<file path="config.mk">
export PLATFORM = sky130hd
export DESIGN_NAME = param_wave_gen
export DESIGN_NICKNAME = d
export VERILOG_FILES = /design/src/rtl/param_wave_gen.sv
export SDC_FILE = /design/constraint.sdc
export NUM_CORES = 1
export LEC_CHECK = 0
export ABC_AREA = 0
export CAP_MARGIN = 40
export CORE_MARGIN = 5
export CORE_UTILIZATION = 55
export CTS_CLUSTER_DIAMETER = 30
export DETAILED_ROUTE_END_ITERATION = 10
export MAX_ROUTING_LAYER = met4
export PLACE_DENSITY_LB_ADDON = 0.15
export SETUP_SLACK_MARGIN = 0.15
export SYNTH_ARGS = -nofsm -noshare
export SYNTH_HDL_FRONTEND = slang
export SYNTH_SLANG_ARGS = --single-unit
</file>
<file path="constraint.sdc">
create_clock -name clk -period 4.65 [get_ports clk]
set_input_delay 0.465 -clock clk [delete_from_list [all_inputs] [get_ports clk]]
set_output_delay 0.465 -clock clk [all_outputs]
set_load 0.02 [all_outputs]
</file>
<file path="src/rtl/param_wave_gen.sv">
// Parameterised waveform generator: divided tick drives a phase accumulator
// shaped into sawtooth, triangle, square or reverse sawtooth samples.
module param_wave_gen #(
  parameter int CNT_W = 10,
  parameter int OUT_W = 8
) (
  input  logic             clk,
  input  logic             rst,
  input  logic             init,
  input  logic [CNT_W-1:0] SW,
  input  logic [1:0]       mode,
  input  logic             sel,
  input  logic             start,
  output logic [OUT_W-1:0] out,
  output logic             busy,
  output logic             done
);

  typedef enum logic [1:0] {
    IDLE = 2'd0,
    RUN  = 2'd1,
    DONE = 2'd2
  } state_t;

  localparam logic [CNT_W-1:0] C_ONE = CNT_W'(1);
  localparam logic [OUT_W-1:0] P_ONE = OUT_W'(1);

  state_t           r_state;
  logic [CNT_W-1:0] r_div;
  logic [CNT_W-1:0] r_cnt;
  logic [OUT_W-1:0] r_phase;
  logic [1:0]       r_mode;
  logic             r_sel;
  logic             r_busy;
  logic             r_done;

  logic             w_tick;
  logic             w_last;
  logic [OUT_W-1:0] w_dbl;
  logic [OUT_W-1:0] w_wave;

  // Compared against the live divisor so a reload bites at once.
  assign w_tick = (r_cnt == r_div);
  assign w_last = &r_phase;

  always_ff @(posedge clk) begin
    if (rst) begin
      r_state <= IDLE;
      r_div   <= '0;
      r_cnt   <= '0;
      r_phase <= '0;
      r_mode  <= 2'b00;
      r_sel   <= 1'b0;
      r_busy  <= 1'b0;
      r_done  <= 1'b0;
    end else begin
      if (init) r_div <= SW;
      r_done <= 1'b0;
      case (r_state)
        IDLE: begin
          if (start) begin
            r_mode  <= mode;
            r_sel   <= sel;
            r_phase <= '0;
            r_cnt   <= '0;
            r_state <= RUN;
            r_busy  <= 1'b1;
          end
        end
        RUN: begin
          if (w_tick) begin
            r_cnt   <= '0;
            r_phase <= r_phase + P_ONE;
          end else begin
            r_cnt   <= r_cnt + C_ONE;
          end
          if (r_sel && w_tick && w_last) begin
            r_state <= DONE;
            r_busy  <= 1'b0;
            r_done  <= 1'b1;
          end else if (!r_sel && start) begin
            r_state <= IDLE;
            r_busy  <= 1'b0;
          end
        end
        DONE: begin
          r_state <= IDLE;
        end
        default: begin
          r_state <= IDLE;
          r_busy  <= 1'b0;
        end
      endcase
    end
  end

  assign w_dbl = {r_phase[OUT_W-2:0], 1'b0};

  always_comb begin
    w_wave = '0;
    case (r_mode)
      2'b00: w_wave = r_phase;
      2'b01: w_wave = r_phase[OUT_W-1] ? ~w_dbl : w_dbl;
      2'b10: w_wave = {OUT_W{r_phase[OUT_W-1]}};
      2'b11: w_wave = ~r_phase;
      default: w_wave = '0;
    endcase
  end

  assign out  = (r_state == RUN) ? w_wave : '0;
  assign busy = r_busy;
  assign done = r_done;

endmodule

</file>
* Yosys cells after proc, flatten, opt, wreduce, memory -nomap -nowiden
Index checks and enable logic that the tools add are counted.
** Storage, ports and cells
- Bits in registers :: 35
- Logic and storage cells :: 55
** Cells by class
- Add/subtract/negate cells :: 2
- Eq/ne operators :: 9
- Multiplexer cells :: 18
- Bitwise operators :: 4
- Reductions and logical operators :: 14
** Operator list (number)
- $mux W8 :: 4
- $pmux W8 S4 :: 1
- $mux W10 :: 2
- $pmux W10 S2 :: 1
- $not A8 Y8 :: 2
- $pmux W8 S2 :: 1
- $add A10 B1 Y10 const B :: 1
- $eq A10 B10 Y1 :: 1
- $add A8 B1 Y8 const B :: 1
- $reduce_and A8 Y1 :: 1
- $eq A2 B2 Y1 const B :: 3
- $mux W2 :: 3
- $reduce_and A2 Y1 :: 3
- $reduce_and A3 Y1 :: 2
- $eq A2 B1 Y1 const B :: 2
- $logic_not A2 Y1 :: 2
- $mux W1 :: 4
- $ne A2 B2 Y1 const B :: 2
- $pmux W2 S2 :: 1
- $logic_and A1 B1 Y1 :: 3
- $ne A3 B3 Y1 const B :: 1
- $pmux W1 S3 :: 1
- $not A1 Y1 :: 2
- $reduce_bool A2 Y1 :: 1
- 2 further kinds :: 2

* Depth between registers and ports, before layout
- Word-level depth :: 5
- Gate-level depth with buffers :: 7

* Least setup slack after synthesis
OpenSTA, ideal clock, no wires.
- Kind :: reg2out
- From :: reg r_mode[1]
- To :: out out[5]
- Arrival time :: 1440 ps
- Path slack :: 2745 ps
- Stages on the path, launching flop included :: 5
- Path through :: dfxtp_1 clkbuf_1 buf_1 nor2_1 a211oi_1
** On the way
- Longest elaborated chain between the ends :: 3
- Elaborated cells between the ends (all ways) :: 6
- Those cells by class :: eq/ne (3); mux (2); reduce/logical (1)
** Ends and longest elaborated chain
- start, declared :: RTL line 32 : logic [1:0] r_mode;
- start signal, assigned :: RTL line 62 : r_mode <= mode;
- $eq A2 B2 Y1, or another cell as far along :: RTL line 101 : case (r_mode)
- $pmux W8 S4 * :: RTL line 101
- $mux W8 * :: RTL line 110 : assign out = (r_state == RUN) ? w_wave : '0;
- end, declared :: RTL line 14 : output logic [OUT_W-1:0] out,
Mark *: on every way between the ends. The rest lies on a longest branch, timed or not.

* Worst setup path after layout
- From :: reg r_phase[7]
- To :: out out[6]
** On the way
- Longest elaborated chain between the ends :: 3
** Ends and longest elaborated chain
- start, declared :: RTL line 31 : logic [OUT_W-1:0] r_phase;
- start signal, assigned :: RTL line 73 : r_phase <= r_phase + P_ONE;
- $mux W8 :: RTL line 103 : 2'b01: w_wave = r_phase[OUT_W-1] ? ~w_dbl : w_dbl;
- $pmux W8 S4 * :: RTL line 101
- $mux W8 * :: RTL line 110
Marked as above.

==> metrics.txt <==
number of placed I/O pins 27; CP max-delay cell dfxtp_1; launching element type of the critical path flip-flop; number of detailed-routing iterations run before antenna repair 4; EDFF count, synth 0; average instance area after synthesis 8.20 µm²; count of hold buffers inserted by post-cts repair 0; reg2reg setup slack 2490 ps; clock tree buffer depth 2; Power Internal 463 µW; share of total power in the clock network 33.9%; met3 WL 271 µm; post-route clock skew 9.79 ps; residual overflow from global routing 0; Final period util 65.1%; TritonCTS clock tree built; met2 routed WL 1620 µm; filler cell count in the final layout 317; fraction of the yosys area taken by sequential cells 36.4%; total wire length 4050 µm; overall die height 69.2 µm; Vias 1671; quantity of I/O buffers inserted on ports 26; MaxCap Viol Count 0; final estimated routing congestion in global placement 0.877; Worst Hold Depth 2; power per unit of standard cell area 276 mW/mm²; Max Fclk 330 MHz; WP depth 4; Tmin final 3030 ps; Clock Sinks 35; maximum vdd ir drop 223 µV; number of cells traversed by the worst register-to-register path 5; class of the tightest hold or removal check reg2reg; fraction of registers with async set or reset after synthesis 0%; TritonCTS buffer count 5; fraction of post-synthesis cell area in the top cell type by area 36.4%; Detail Route Antenna Nets 0; maximum fanout encountered on the critical timing path 12; Total Die Area 0.00479 mm²; post-synth cell types 39; list of cells traversed by the critical path nor2b_1 -> a21oi_1 -> a211oi_1 -> clkdlybuf4s50_1; buffer count from post-CTS setup fixing 0; post-synthesis mux area share 7.79%; WS Path Type reg2out; main combinational cell family by area after synthesis simple AND/OR/NAND/NOR gates; CTS root buf clkbuf_4; register clock-pin slew on the reported worst setup and hold paths 100 ps; final routed DRC violation total 0; largest area contributor in the synthesized netlist dfxtp_1; later-pin clock latency in the skew report 350 ps; Fin. Hold Viols 0; number of resized instances in the post-cts repair step 0; share of power burned in combinational logic 14.4%; total core area 0.00336 mm²; number of global-route vias before repair 1426; Rel. slew slack 39.3%; layout cell share with drive strength beyond 1 5.51%; highest cell delay on the worst timing path 660 ps; final net count 274; transition time of the tightest slew-check pin 906 ps; setup TNS 0 ps; First DRT Iteration DRCs 84; final cell utilization of the core 67.0%; CP Data Arrival Time 2560 ps; area fraction in compound gates after synthesis 16.7%; unrepaired setup endpoints after global routing no; highest metal layer with signal wires met4; fraction of the mapped netlist area in adder cells 1.95%; synthesized area 0.00193 mm²; Crit path required time 4180 ps; Syn Nets 255; outcome finished, final reports clean; CP delay by family, top flip-flops; CTS H-Tree Depth 2; flops & latches, synth 35; number of antenna violations at the first check in global routing 0; global-route wire length before repair 6960 µm; Synth Flop Type dfxtp_1; DIE WIDTH 69.2 µm; post-synthesis xor/xnor area fraction 8.64%; simple logic cell fraction of the synthesized area 22.8%; routed wire length per instance 13.5 µm; Crit path buffers/inverters 1; cells taking the most area after synthesis dfxtp_1, nor2_1, mux2i_1, a21oi_1, xor2_1; Sw Pwr 160 µW; sequential power share 51.7%; Diodes inserted 0; Mapped Cells 235; starting density of the core 57.3%; post-detailed-route via-to-cell ratio 5.57; net switching fraction of the power 25.7%; max-slew violation total from the final report 0; number of rows created at floorplan 21; Final Setup Violations 0; pin count of the biggest net entering global routing 25; number of warnings printed during yosys synthesis 0; kind of capture point of the worst setup path output port; M1 WL 2090 µm; leakage power total 0.843 nW; Post-DP HPWL 2930 µm; synthesis-to-finish area growth 16.9%; global router's overall resource usage 18.4%
-- tightest hold or removal path: cells and delay by family, from the launching register on --
family / cells / cell delay [ps]
DFF: 1 / 320
AOI/OAI and AO/OA: 1 / 50
and+or+nand+nor: 1 / 100
-- layer usage --
layer,track usage (%),vias to the layer above
met4,7.81,0
met5,-,-
met2,23.9,45
met1,25.5,761
met3,6.52,8
li1,-,857
-- power by group through the flow --
stage / clock [mW] / combinational (mW) / sequential [mW]
floorplan: 0 / 0.0641 / 0.323
global placement: 0 / 0.0890 / 0.328
detailed placement: 0 / 0.0899 / 0.328
CTS: 0.216 / 0.0903 / 0.322
global route: 0.234 / 0.0977 / 0.324
finish: 0.211 / 0.0898 / 0.322
-- final timing paths --
kind                    from        to
setup / recovery  r_phase[7]    out[6]
hold / removal          busy      busy
setup reg to reg  r_state[0]  r_cnt[3]
hold reg to reg         busy      busy
-- cell type report --
class	instances	area, µm²	share of cell area (%)
inverter	13	48.8	2.17
clock buffer	6	41.3	1.83
multi-input combinational	173	1110	49.5
sequential	35	701	31.1
timing repair buffer	26	260	11.5
clock inverter	1	30.0	1.33
tap	46	57.6	2.55
-- state kept, by name, indices dropped and copies added, names as in the netlist --
signal and cells:
r_mode 2, r_cnt 10, r_state 2, r_phase 8, busy 1, r_div 10
r_sel 1, done 1
-- synthesized netlist by cell type, types with 3 or more instances --
master,number
xnor2_1,8
mux2i_1,15
inv_1,13
a211oi_1,9
ha_1,3
nor2_1,41
a22o_1,3
clkbuf_1,10
dfxtp_1,35
o21ai_0,6
xor2_1,11
a21oi_1,24
nand4_1,3
nand3_1,10
nand2_1,9
o311ai_0,3
or3_1,5
-- metrics by stage --
step	instance area (µm²)	worst slack, ps	cells	total power, mW	hold WS (ps)
3_5_place_dp	2180	1890	293	0.418	500
5_1_grt	2250	1390	300	0.655	547
6_report	2250	1620	300	0.623	510
2_1_floorplan	1930	2740	235	0.387	462
3_3_place_gp	2180	1940	293	0.417	490
4_1_cts	2250	1620	300	0.628	516
-- cells in the final DEF, fill, tap and decap left out, drive strengths merged --
master         Yosys  layout
o311ai             3       3
nand3             10      10
and3               2       2
bufinv             0       1
dfxtp             35      35
o21ai              6       6
and2               1       1
o22ai              1       1
o31ai              1       1
a211oi             9       9
inv               13      13
nand3b             1       1
clkdlybuf4s50      0      26
ha                 3       3
mux2i             15      15
o32ai              1       1
or3                5       5
or2                3       3
a21oi             24      24
nor2b              1       1
a21o               1       1
nand2b             2       2
nand4              5       5
a22o               3       3
nor3b              1       1
o21bai             1       1
a22oi              1       1
nor4               3       3
nor2              41      41
nand2              9       9
xor2              11      11
clkbuf            10       6
a31oi              1       1
xnor2              8       8
-- kinds of logic after synthesis --
logic type / count (synthesis)
AND/OR/NAND/NOR: 84
flip-flops: 35
adder cells (fa/ha/maj): 3
XOR/XNOR: 19
AO/OA/AOI/OAI: 52
buffers and inverters: 27
multiplexers: 15
(Power assumes the default switching activity.)
